File: config.mk
export PLATFORM = sky130hd
export DESIGN_NAME = gb_frame_sequencer
export DESIGN_NICKNAME = d
export VERILOG_FILES = /design/src/rtl/gb_frame_sequencer.sv
export SDC_FILE = /design/constraint.sdc
export NUM_CORES = 1
export LEC_CHECK = 0
export CAP_MARGIN = 0
export CORE_ASPECT_RATIO = 0.8
export CORE_UTILIZATION = 45
export CTS_CLUSTER_SIZE = 30
export DETAILED_ROUTE_END_ITERATION = 7
export GPL_ROUTABILITY_DRIVEN = 0
export GPL_TIMING_DRIVEN = 1
export HOLD_SLACK_MARGIN = 0.06
export PLACE_DENSITY = 0.66
export SYNTH_ARGS = -nofsm -noshare
export SYNTH_HDL_FRONTEND = slang
export SYNTH_SLANG_ARGS = --single-unit
File: constraint.sdc
create_clock -name clk -period 1.8 [get_ports clk]
set_input_delay 0.27 -clock clk [delete_from_list [all_inputs] [get_ports clk]]
set_output_delay 0.27 -clock clk [all_outputs]
set_load 0.02 [all_outputs]
File: src/rtl/gb_frame_sequencer.sv
// rtl/gb_frame_sequencer.sv - 512 Hz APU frame sequencer (length/sweep/envelope strobes)
//
// Ports:
//   clk              system clock, 2^22 Hz
//   reset            synchronous, active-high reset
//   apu_enable       NR52 bit 7; 0 holds the sequencer idle at step 0
//   div_bit          timer DIV bit (bit 4, bit 5 in double speed); used only
//                    when FS_EXT_DIV_EN is defined
//   clk_length       one-cycle strobe to the length counters
//   clk_sweep        one-cycle strobe to the channel-1 sweep unit
//   clk_envelope     one-cycle strobe to the volume envelopes
//   step             step index that the next tick will execute
//   length_skip_next 1 when the next tick will not clock length
//
// Build option: define FS_EXT_DIV_EN to take ticks from falling edges of
// div_bit instead of the internal DIV_COUNT divider.
module gb_frame_sequencer #(
  parameter int DIV_COUNT = 8192,
  parameter int CNT_W     = 16
) (
  input  logic       clk,
  input  logic       reset,
  input  logic       apu_enable,
  input  logic       div_bit,
  output logic       clk_length,
  output logic       clk_sweep,
  output logic       clk_envelope,
  output logic [2:0] step,
  output logic       length_skip_next
);

  logic tick;

`ifdef FS_EXT_DIV_EN
  // div_prev keeps tracking the DIV bit while the APU is off, so a bit that
  // was already high when the APU powers up still yields a tick on its fall.
  logic div_prev;

  localparam int unused_div_params = DIV_COUNT + CNT_W;

  always_ff @(posedge clk) begin
    if (reset) begin
      div_prev <= 1'b0;
    end else begin
      div_prev <= div_bit;
    end
  end

  assign tick = apu_enable && div_prev && !div_bit;
`else
  localparam logic [CNT_W-1:0] DIV_LAST = CNT_W'(DIV_COUNT - 1);

  logic [CNT_W-1:0] divider;
  logic             unused_div_bit;

  assign unused_div_bit = div_bit;

  always_ff @(posedge clk) begin
    if (reset || !apu_enable) begin
      divider <= '0;
    end else if (divider == DIV_LAST) begin
      divider <= '0;
    end else begin
      divider <= divider + CNT_W'(1);
    end
  end

  assign tick = apu_enable && (divider == DIV_LAST);
`endif

  // Strobes are decoded from the step being executed and registered, so the
  // strobe cycle already shows the incremented step.
  always_ff @(posedge clk) begin
    if (reset || !apu_enable) begin
      step         <= 3'd0;
      clk_length   <= 1'b0;
      clk_sweep    <= 1'b0;
      clk_envelope <= 1'b0;
    end else begin
      clk_length   <= tick && !step[0];
      clk_sweep    <= tick && ((step == 3'd2) || (step == 3'd6));
      clk_envelope <= tick && (step == 3'd7);
      if (tick) begin
        step <= step + 3'd1;
      end
    end
  end

  assign length_skip_next = step[0];

endmodule
==> metrics.csv, run 1 <==
metric,value,unit
slowest CP cell,clkdlybuf4s50_1,
RSZ-0062 raised after global routing,false,
Worst Hold Slack,476.8,ps
Critical Path Max Stage Delay,640,ps
first-pass GRT wire length,2.911,mm
post-CTS resize count,0,
top_reg_cell synth,dfxtp_1,
Layout area overhead,16.82,%
worst path cell trace,clkdlybuf4s50_1,
fmax,604.4,MHz
Die Area,2340,um2
final setup fails,0,
clock latency on the worst-skew pair,310,ps
maxcap violations,0,
worst-case headroom to the max-slew limit,0.7714,
Final ANT Viol Nets,0,
Layout Utilization,0.5811,
synth warn,0,
antenna fix cells,0,
Worst Path Required,1530,ps
cts hold-fix bufs,0,
crit start category,flip-flop,
DRC viols,0,
synthesis-stage register bit count,22,
Final HPWL DP,1.321,mm
die height,43.47,um
1st-iter DRT viols,16,
drt pass-1 iters,4,
critical path depth in cells,1,
"Distinct cells, synth",26,
Clock Pin Slew Worst Setup and Hold Paths,120,ps
Setup TNS,0,ps
Pleak,0.4103,nW
Max clock buf depth,2,
worst setup path start,step[0],
Fin. Hold Viols,0,
clock tree sinks,22,
core area,1944,um2
fin crit share,0.9191,
CP Capture Type,primary output,
Initial Util,0.4974,
hold path depth,1,
min-delay src,divider[0],
skew final,2.714,ps
Synth top cells by count,"dfxtp_1 (22), nor2_1 (16), nand3_1 (7), a21oi_1 (6)",
# rows,14,
Nets,127,
Die X-Extent,53.83,um
largest cells by area after synthesis,"dfxtp_1 (46%), nor2_1 (6.2%), ha_1 (5.2%)",
cell taking the most area after synthesis,dfxtp_1,
Synth async-reset ratio,0,
CTS tree,done,
Routed Wire Length,1.817,mm
Synth Instances,107,
worst hold path type,reg2reg,
most frequent cell after synthesis,dfxtp_1,
Max Slew Vio Count,0,
Post-synth EDFFs,0,
GRT overflow,0,
CP max FO,6,
Synth top area share,0.4554,
Vias,738,
"CP delay by family, top",buffers and inverters,
Avg Inst Size Synth,9.039,um2
layout cells sized above 1,0.1017,
outcome,"complete, no violations",
worst reg2reg startpoint,divider[0],
post-layout min period,1654,ps
GRT Overall Usage,0.1767,
PD cells,785.7,nW/um2
CTS Buf Count,3,
Setup CP Type,reg2out,
largest net degree at the start of global routing,14,
setup bufs post-CTS,0,
port bufs,9,
wire per inst,12.80,um
Synthesized Nets,115,
htree depth,1,
Mapped Area,967.2,um2
r2r worst-path depth,5,
WP buf/inv,1,
VDD IR max,0.8452,mV
Via density,5.197,
IO Pins,11,
sequential area share after synthesis,0.4554,
antenna violations before repair,0,
vias in the first global route,657,
Worst Path Arrival,1380,ps
root buf cell,clkbuf_4,
Worst-Margin Slew,341.6,ps
## area by class of cell
type                       instances  area (um2)
tap                               24       30.03
timing repair buffer              12       112.6
sequential                        22       440.4
inverter                           3       11.26
fill                             179       814.5
clock buffer                       3       22.52
multi-input combinational         77       483.0
clock inverter                     1       30.03
## flip-flops by register name, summed over array words and instances, names as in the netlist
name / cells
clk_length: 1
step: 3
clk_envelope: 1
divider: 16
clk_sweep: 1
## final timing paths
check	endpoint	slack, ps
worst max-delay path	step[0]	150
worst min-delay path	divider[0]	480
worst max register to register	divider[14]	190
worst min register to register	divider[0]	480
## report_power, final
group	switching (mW)	internal, mW	total (mW)
sequential	0.00187	0.489	0.491
combinational	0.0117	0.0101	0.0218
clock	0.150	0.225	0.375
## metal layers
| layer | share of wire | global-route usage |
|---|---|---|
| met4 | 0.0072 | 0.03158 |
| met5 | 0 | 0 |
| met3 | 0.033 | 0.07368 |
| met2 | 0.44 | 0.2617 |
| met1 | 0.52 | 0.2418 |
## kinds of logic (layout without fill, tap and decap cells)
logic type	count (synthesis)	count (layout)	share of synthesized area
compound gates	14	14	0.08539
xor+xnor	10	10	0.09055
fa+ha+maj	4	4	0.05175
buf+inv	8	19	0.04528
flops	22	22	0.4554
simple gates	49	49	0.2717
## metrics by stage
step / power, mW / instance area (um2) / worst slack, ps / std cells
2_1_floorplan: 0.5135 / 967.2 / 311.1 / 107
3_3_place_gp: 0.5234 / 1077 / 228.8 / 138
3_5_place_dp: 0.5241 / 1077 / 201.1 / 138
4_1_cts: 0.8985 / 1130 / 119.4 / 142
5_1_grt: 0.9222 / 1130 / 61.90 / 142
6_report: 0.8877 / 1130 / 145.5 / 142
## cells in the final DEF (no fill, tap or decap)
cell type / synthesis / layout
nand3_1: 7 / 7
o21ai_0: 4 / 4
o21ai_2: 1 / 1
ha_1: 4 / 4
clkbuf_4: 0 / 3
xor2_1: 5 / 5
nor2b_1: 1 / 1
inv_1: 3 / 3
or3_1: 3 / 3
xnor2_1: 5 / 5
a21oi_1: 6 / 6
o21bai_1: 1 / 1
nand4_1: 4 / 4
and3_1: 5 / 5
dfxtp_1: 22 / 22
nor2_1: 16 / 16
nand2_1: 5 / 5
bufinv_16: 0 / 1
nor4_2: 1 / 1
and4_1: 2 / 2
clkdlybuf4s50_1: 0 / 9
a31o_2: 1 / 1
nand4_2: 1 / 1
nor3_1: 2 / 2
buf_4: 3 / 3
a211oi_1: 1 / 1
nand2b_1: 1 / 1
or2_4: 1 / 1
No activity file was read; power rests on OpenSTA's default activity.
==> run 2: changes to the inputs <==
--- a/config.mk
+++ b/config.mk
@@ -7,13 +7,13 @@
 export LEC_CHECK = 0
 export CAP_MARGIN = 0
 export CORE_ASPECT_RATIO = 0.8
-export CORE_UTILIZATION = 45
+export CORE_UTILIZATION = 30
+export CTS_BUF_LIST = sky130_fd_sc_hd__clkbuf_4 sky130_fd_sc_hd__clkbuf_8 sky130_fd_sc_hd__clkbuf_16
 export CTS_CLUSTER_SIZE = 30
 export DETAILED_ROUTE_END_ITERATION = 7
 export GPL_ROUTABILITY_DRIVEN = 0
 export GPL_TIMING_DRIVEN = 1
 export HOLD_SLACK_MARGIN = 0.06
-export PLACE_DENSITY = 0.66
 export SYNTH_ARGS = -nofsm -noshare
 export SYNTH_HDL_FRONTEND = slang
 export SYNTH_SLANG_ARGS = --single-unit
==> run 2 against run 1 <==
Effect of this change: non-clock buffer count did not move; hold slack got worse by 14 ps; power decreased by 9.1%; clock power shrank 21%; worst setup slack gained 43 ps.
==> metrics.csv, run 2 (synthesized netlist as in run 1, its figures left out) <==
metric,value,unit
Setup TNS,0,ps
root buf cell,clkbuf_8,
clock latency on the worst-skew pair,250,ps
worst setup path start,divider[0],
Final ANT Viol Nets,0,
Fin. Hold Viols,0,
clock power share,0.365,
Final HPWL DP,1.234,mm
antenna fix cells,0,
VDD IR max,0.2145,mV
Final WS setup,188.8,ps
Initial Util,0.3135,
CP max FO,6,
drt pass-1 iters,4,
htree depth,1,
min-delay src,divider[0],
sequential share of power,0.607,
RSZ-0062 raised after global routing,false,
worst-case headroom to the max-slew limit,0.7524,
final setup fails,0,
post-CTS resize count,0,
GRT overflow,0,
FILL cells,308,
first-pass GRT wire length,2.808,mm
Worst Path Arrival,1800,ps
Clock Pin Slew Worst Setup and Hold Paths,70,ps
layout cells sized above 1,0.09402,
Nets,127,
clock tree sinks,22,
internal power,0.6475,mW
# rows,18,
Worst Path Required,1990,ps
vias in the first global route,678,
Die X-Extent,65.48,um
Via density,4.911,
core area,3085,um2
die height,52.79,um
Die Area,3456,um2
setup bufs post-CTS,0,
DRC viols,0,
"Most flops, register",divider,
Setup CP Type,reg2reg,
Placed Area,1097,um2
Max Slew Vio Count,0,
crit start category,flip-flop,
Routed Wire Length,1.648,mm
Logic pwr share,0.028,
skew final,1.135,ps
Layout Utilization,0.3690,
PD cells,708.8,nW/um2
sw frac,0.1977,
pre-CTS setup slack,207.9,ps
Largest regs,"divider: 16 flops, step: 3 flops",
max reg flops,16,
wire per inst,10.50,um
CP Capture Type,flip-flop,
Worst-Margin Slew,370.1,ps
Switch Pwr,0.1595,mW
most frequent cells in the layout,"dfxtp_1 (22), nor2_1 (16), clkdlybuf4s50_1 (9), nand3_1 (7), a21oi_1 (6)",
cts hold-fix bufs,0,
"most common cell after layout, fill and taps aside",dfxtp_1,
IO Pins,11,
Layout area overhead,17.72,%
Pwr Total,0.8070,mW
Post-Place Cells,154,
fin area,1139,um2
Pleak,0.4040,nW
CTS Buf Count,3,
Max clock buf depth,2,
fin cells,157,
worst hold path type,reg2reg,
post-layout min period,1611,ps
port bufs,9,
antenna violations before repair,0,
fin crit share,0.8951,
CTS tree,done,
GRT Overall Usage,0.1037,
maxcap violations,0,
fmax,620.6,MHz
worst reg2reg startpoint,divider[0],
Vias,771,
Worst Hold Slack,463.1,ps
outcome,"complete, no violations",
largest net degree at the start of global routing,14,
1st-iter DRT viols,22,
[run 2: per-layer routing]
layer,global-route usage,vias to the layer above,routed length [um],share of wire
li1,-,390,-,-
met1,0.1291,369,853,0.52
met2,0.1684,8,736,0.45
met3,0.02391,4,34,0.021
met4,0.05072,0,24,0.015
met5,0,-,0,0
[run 2: cell type report]
type	instances	area [um2]	share of cell area
Multi-Input combinational cell	77	483.0	0.4242
Tap cell	40	50.05	0.04396
Timing Repair Buffer	12	112.6	0.09890
Inverter	3	11.26	0.009890
Sequential cell	22	440.4	0.3868
Clock buffer	3	41.29	0.03626
[run 2: power by group through the flow]
| stage | logic [mW] | registers, mW | clock network (mW) |
|---|---|---|---|
| after floorplan | 0.0122 | 0.501 | 0 |
| after global placement | 0.0218 | 0.502 | 0 |
| after detailed placement | 0.0226 | 0.502 | 0 |
| after CTS | 0.0227 | 0.490 | 0.301 |
| after global routing | 0.0246 | 0.491 | 0.325 |
| final | 0.0222 | 0.490 | 0.295 |
[run 2: final timing paths]
kind                                    end  slack, ps  cells past startpoint
worst min register to register   divider[0]        460                      1
worst max register to register  divider[14]        190                      5
worst min-delay path             divider[0]        460                      1
worst max-delay path            divider[14]        190                      5
[run 2: worst max-delay path, stage by stage (launching register included)]
cell     delay, ps
dfxtp_1        370
ha_1           240
nand4_2        160
or2_4          290
or3_1          340
a21oi_1        140
==> run 3: changes to the inputs <==
--- a/config.mk
+++ b/config.mk
@@ -14,6 +14,7 @@
 export GPL_ROUTABILITY_DRIVEN = 0
 export GPL_TIMING_DRIVEN = 1
 export HOLD_SLACK_MARGIN = 0.06
+export PLACE_DENSITY = 0.47
 export SYNTH_ARGS = -nofsm -noshare
 export SYNTH_HDL_FRONTEND = slang
 export SYNTH_SLANG_ARGS = --single-unit
==> constraint.sdc (replaced) <==
create_clock -name clk -period 1.81 [get_ports clk]
set_input_delay 0.2715 -clock clk [delete_from_list [all_inputs] [get_ports clk]]
set_output_delay 0.2715 -clock clk [all_outputs]
set_load 0.02 [all_outputs]
==> run 3 against run 2 <==
Effect of this change: global-route usage grew 1.5 points; critical path depth is the same; combinational power shrank 9.5%; maximum frequency shrank 1.3%; sequential power is essentially flat; highest routed layer unchanged; hold slack gained 2.1 ps; non-clock buffer count shrank 1.
==> metrics.csv, run 3 (synthesized netlist as in run 1, its figures left out) <==
metric,value,unit
outcome,"complete, no violations",
DRC viols,0,
core area,3085,um2
maxcap violations,0,
Layout Utilization,0.3763,
Max clock buf depth,2,
Worst Path Required,2000,ps
Worst Hold Slack,465.2,ps
hold path depth,1,
worst hold path type,reg2reg,
Nets,126,
Die Area,3456,um2
PD cells,829.7,nW/um2
"most common cell after layout, fill and taps aside",dfxtp_1,
Placed Area,1090,um2
layout cells sized above 1,0.09402,
Routed Wire Length,1.710,mm
root buf cell,clkbuf_8,
wire per inst,10.89,um
fin area,1161,um2
setup bufs post-CTS,0,
skew final,2.402,ps
Pleak,0.4130,nW
met2 WL,716,um
Die X-Extent,65.48,um
cts hold-fix bufs,0,
Via density,4.656,
Vias,731,
CP max FO,6,
antenna violations before repair,0,
Layout area overhead,20.05,%
Setup TNS,0,ps
GRT overflow,0,
most frequent cells in the layout,"dfxtp_1 (22), nor2_1 (16), clkdlybuf4s50_1 (9), nand3_1 (7), a21oi_1 (6)",
CP Capture Type,flip-flop,
Initial Util,0.3135,
final setup fails,0,
Final ANT Viol Nets,0,
clock tree sinks,22,
Largest regs,"divider: 16 flops, step: 3 flops",
IO Pins,11,
clock latency on the worst-skew pair,260,ps
Fin. Hold Viols,0,
CTS tree,done,
1st-iter DRT viols,18,
vias in the first global route,673,
post-layout min period,1632,ps
Clock Pin Slew Worst Setup and Hold Paths,80,ps
r2r worst-path depth,5,
post-CTS resize count,0,
Final HPWL DP,1.287,mm
met3 WL,45,um
fmax,612.6,MHz
port bufs,9,
fin crit share,0.9018,
crit start category,flip-flop,
wl on met1,930,um
# rows,18,
highest routing layer actually used,met4,
CTS Buf Count,3,
worst-case headroom to the max-slew limit,0.7406,
GRT Overall Usage,0.1182,
"Most flops, register",divider,
largest net degree at the start of global routing,14,
max reg flops,16,
first-pass GRT wire length,3.036,mm
Worst-Margin Slew,387.7,ps
Worst Path Arrival,1830,ps
RSZ-0062 raised after global routing,false,
htree depth,1,
Max Slew Vio Count,0,
antenna fix cells,0,
VDD IR max,0.4264,mV
Setup CP Type,reg2reg,
drt pass-1 iters,2,
die height,52.79,um
[run 3: changes by cell type in the layout (fill, tap and decap cells not counted)]
cell       change
bufinv_16      +1
buf_4          -1
[run 3: per-stage QoR]
step / setup slack, ps / total power [mW] / cells
after detailed placement: 180.2 / 0.5195 / 153
after CTS: 161.2 / 0.9769 / 157
after floorplan: 321.1 / 0.5107 / 107
final: 177.7 / 0.9633 / 157
after global routing: 59.71 / 0.9993 / 157
after global placement: 225.9 / 0.5192 / 153
[run 3: metal layers]
layer	GRT usage	vias up
met1	0.1580	337
met2	0.1804	6
li1	-	386
met4	0.03261	0
met3	0.03913	2
met5	0	-
[run 3: worst paths after layout]
kind / slack (ps) / startpoint / endpoint
worst max-delay path: 180 / divider[0] / divider[14]
worst min-delay path: 470 / divider[0] / divider[0]
worst max register to register: 180 / divider[0] / divider[14]
worst min register to register: 470 / divider[0] / divider[0]
[run 3: area by class of cell]
type | instances | area (um2)
timing repair buffer | 11 | 105.1
tap | 40 | 50.05
fill | 311 | 1924
multi-input combinational | 77 | 483.0
clock buffer | 3 | 41.29
clock inverter | 1 | 30.03
inverter | 3 | 11.26
sequential | 22 | 440.4
[run 3: power by group]
group	total (mW)	leakage (nW)	internal (mW)	switching (mW)
combinational	0.0201	0.200	0.00878	0.0113
sequential	0.487	0.177	0.486	0.00187
clock	0.456	0.0357	0.295	0.161
total	0.963	0.413	0.790	0.174
[run 3: worst max-delay path, cell delays in order (launching register included)]
cell and delay, ps:
dfxtp_1 370, ha_1 240, nand4_2 160, or2_4 300
or3_1 350, a21oi_1 150
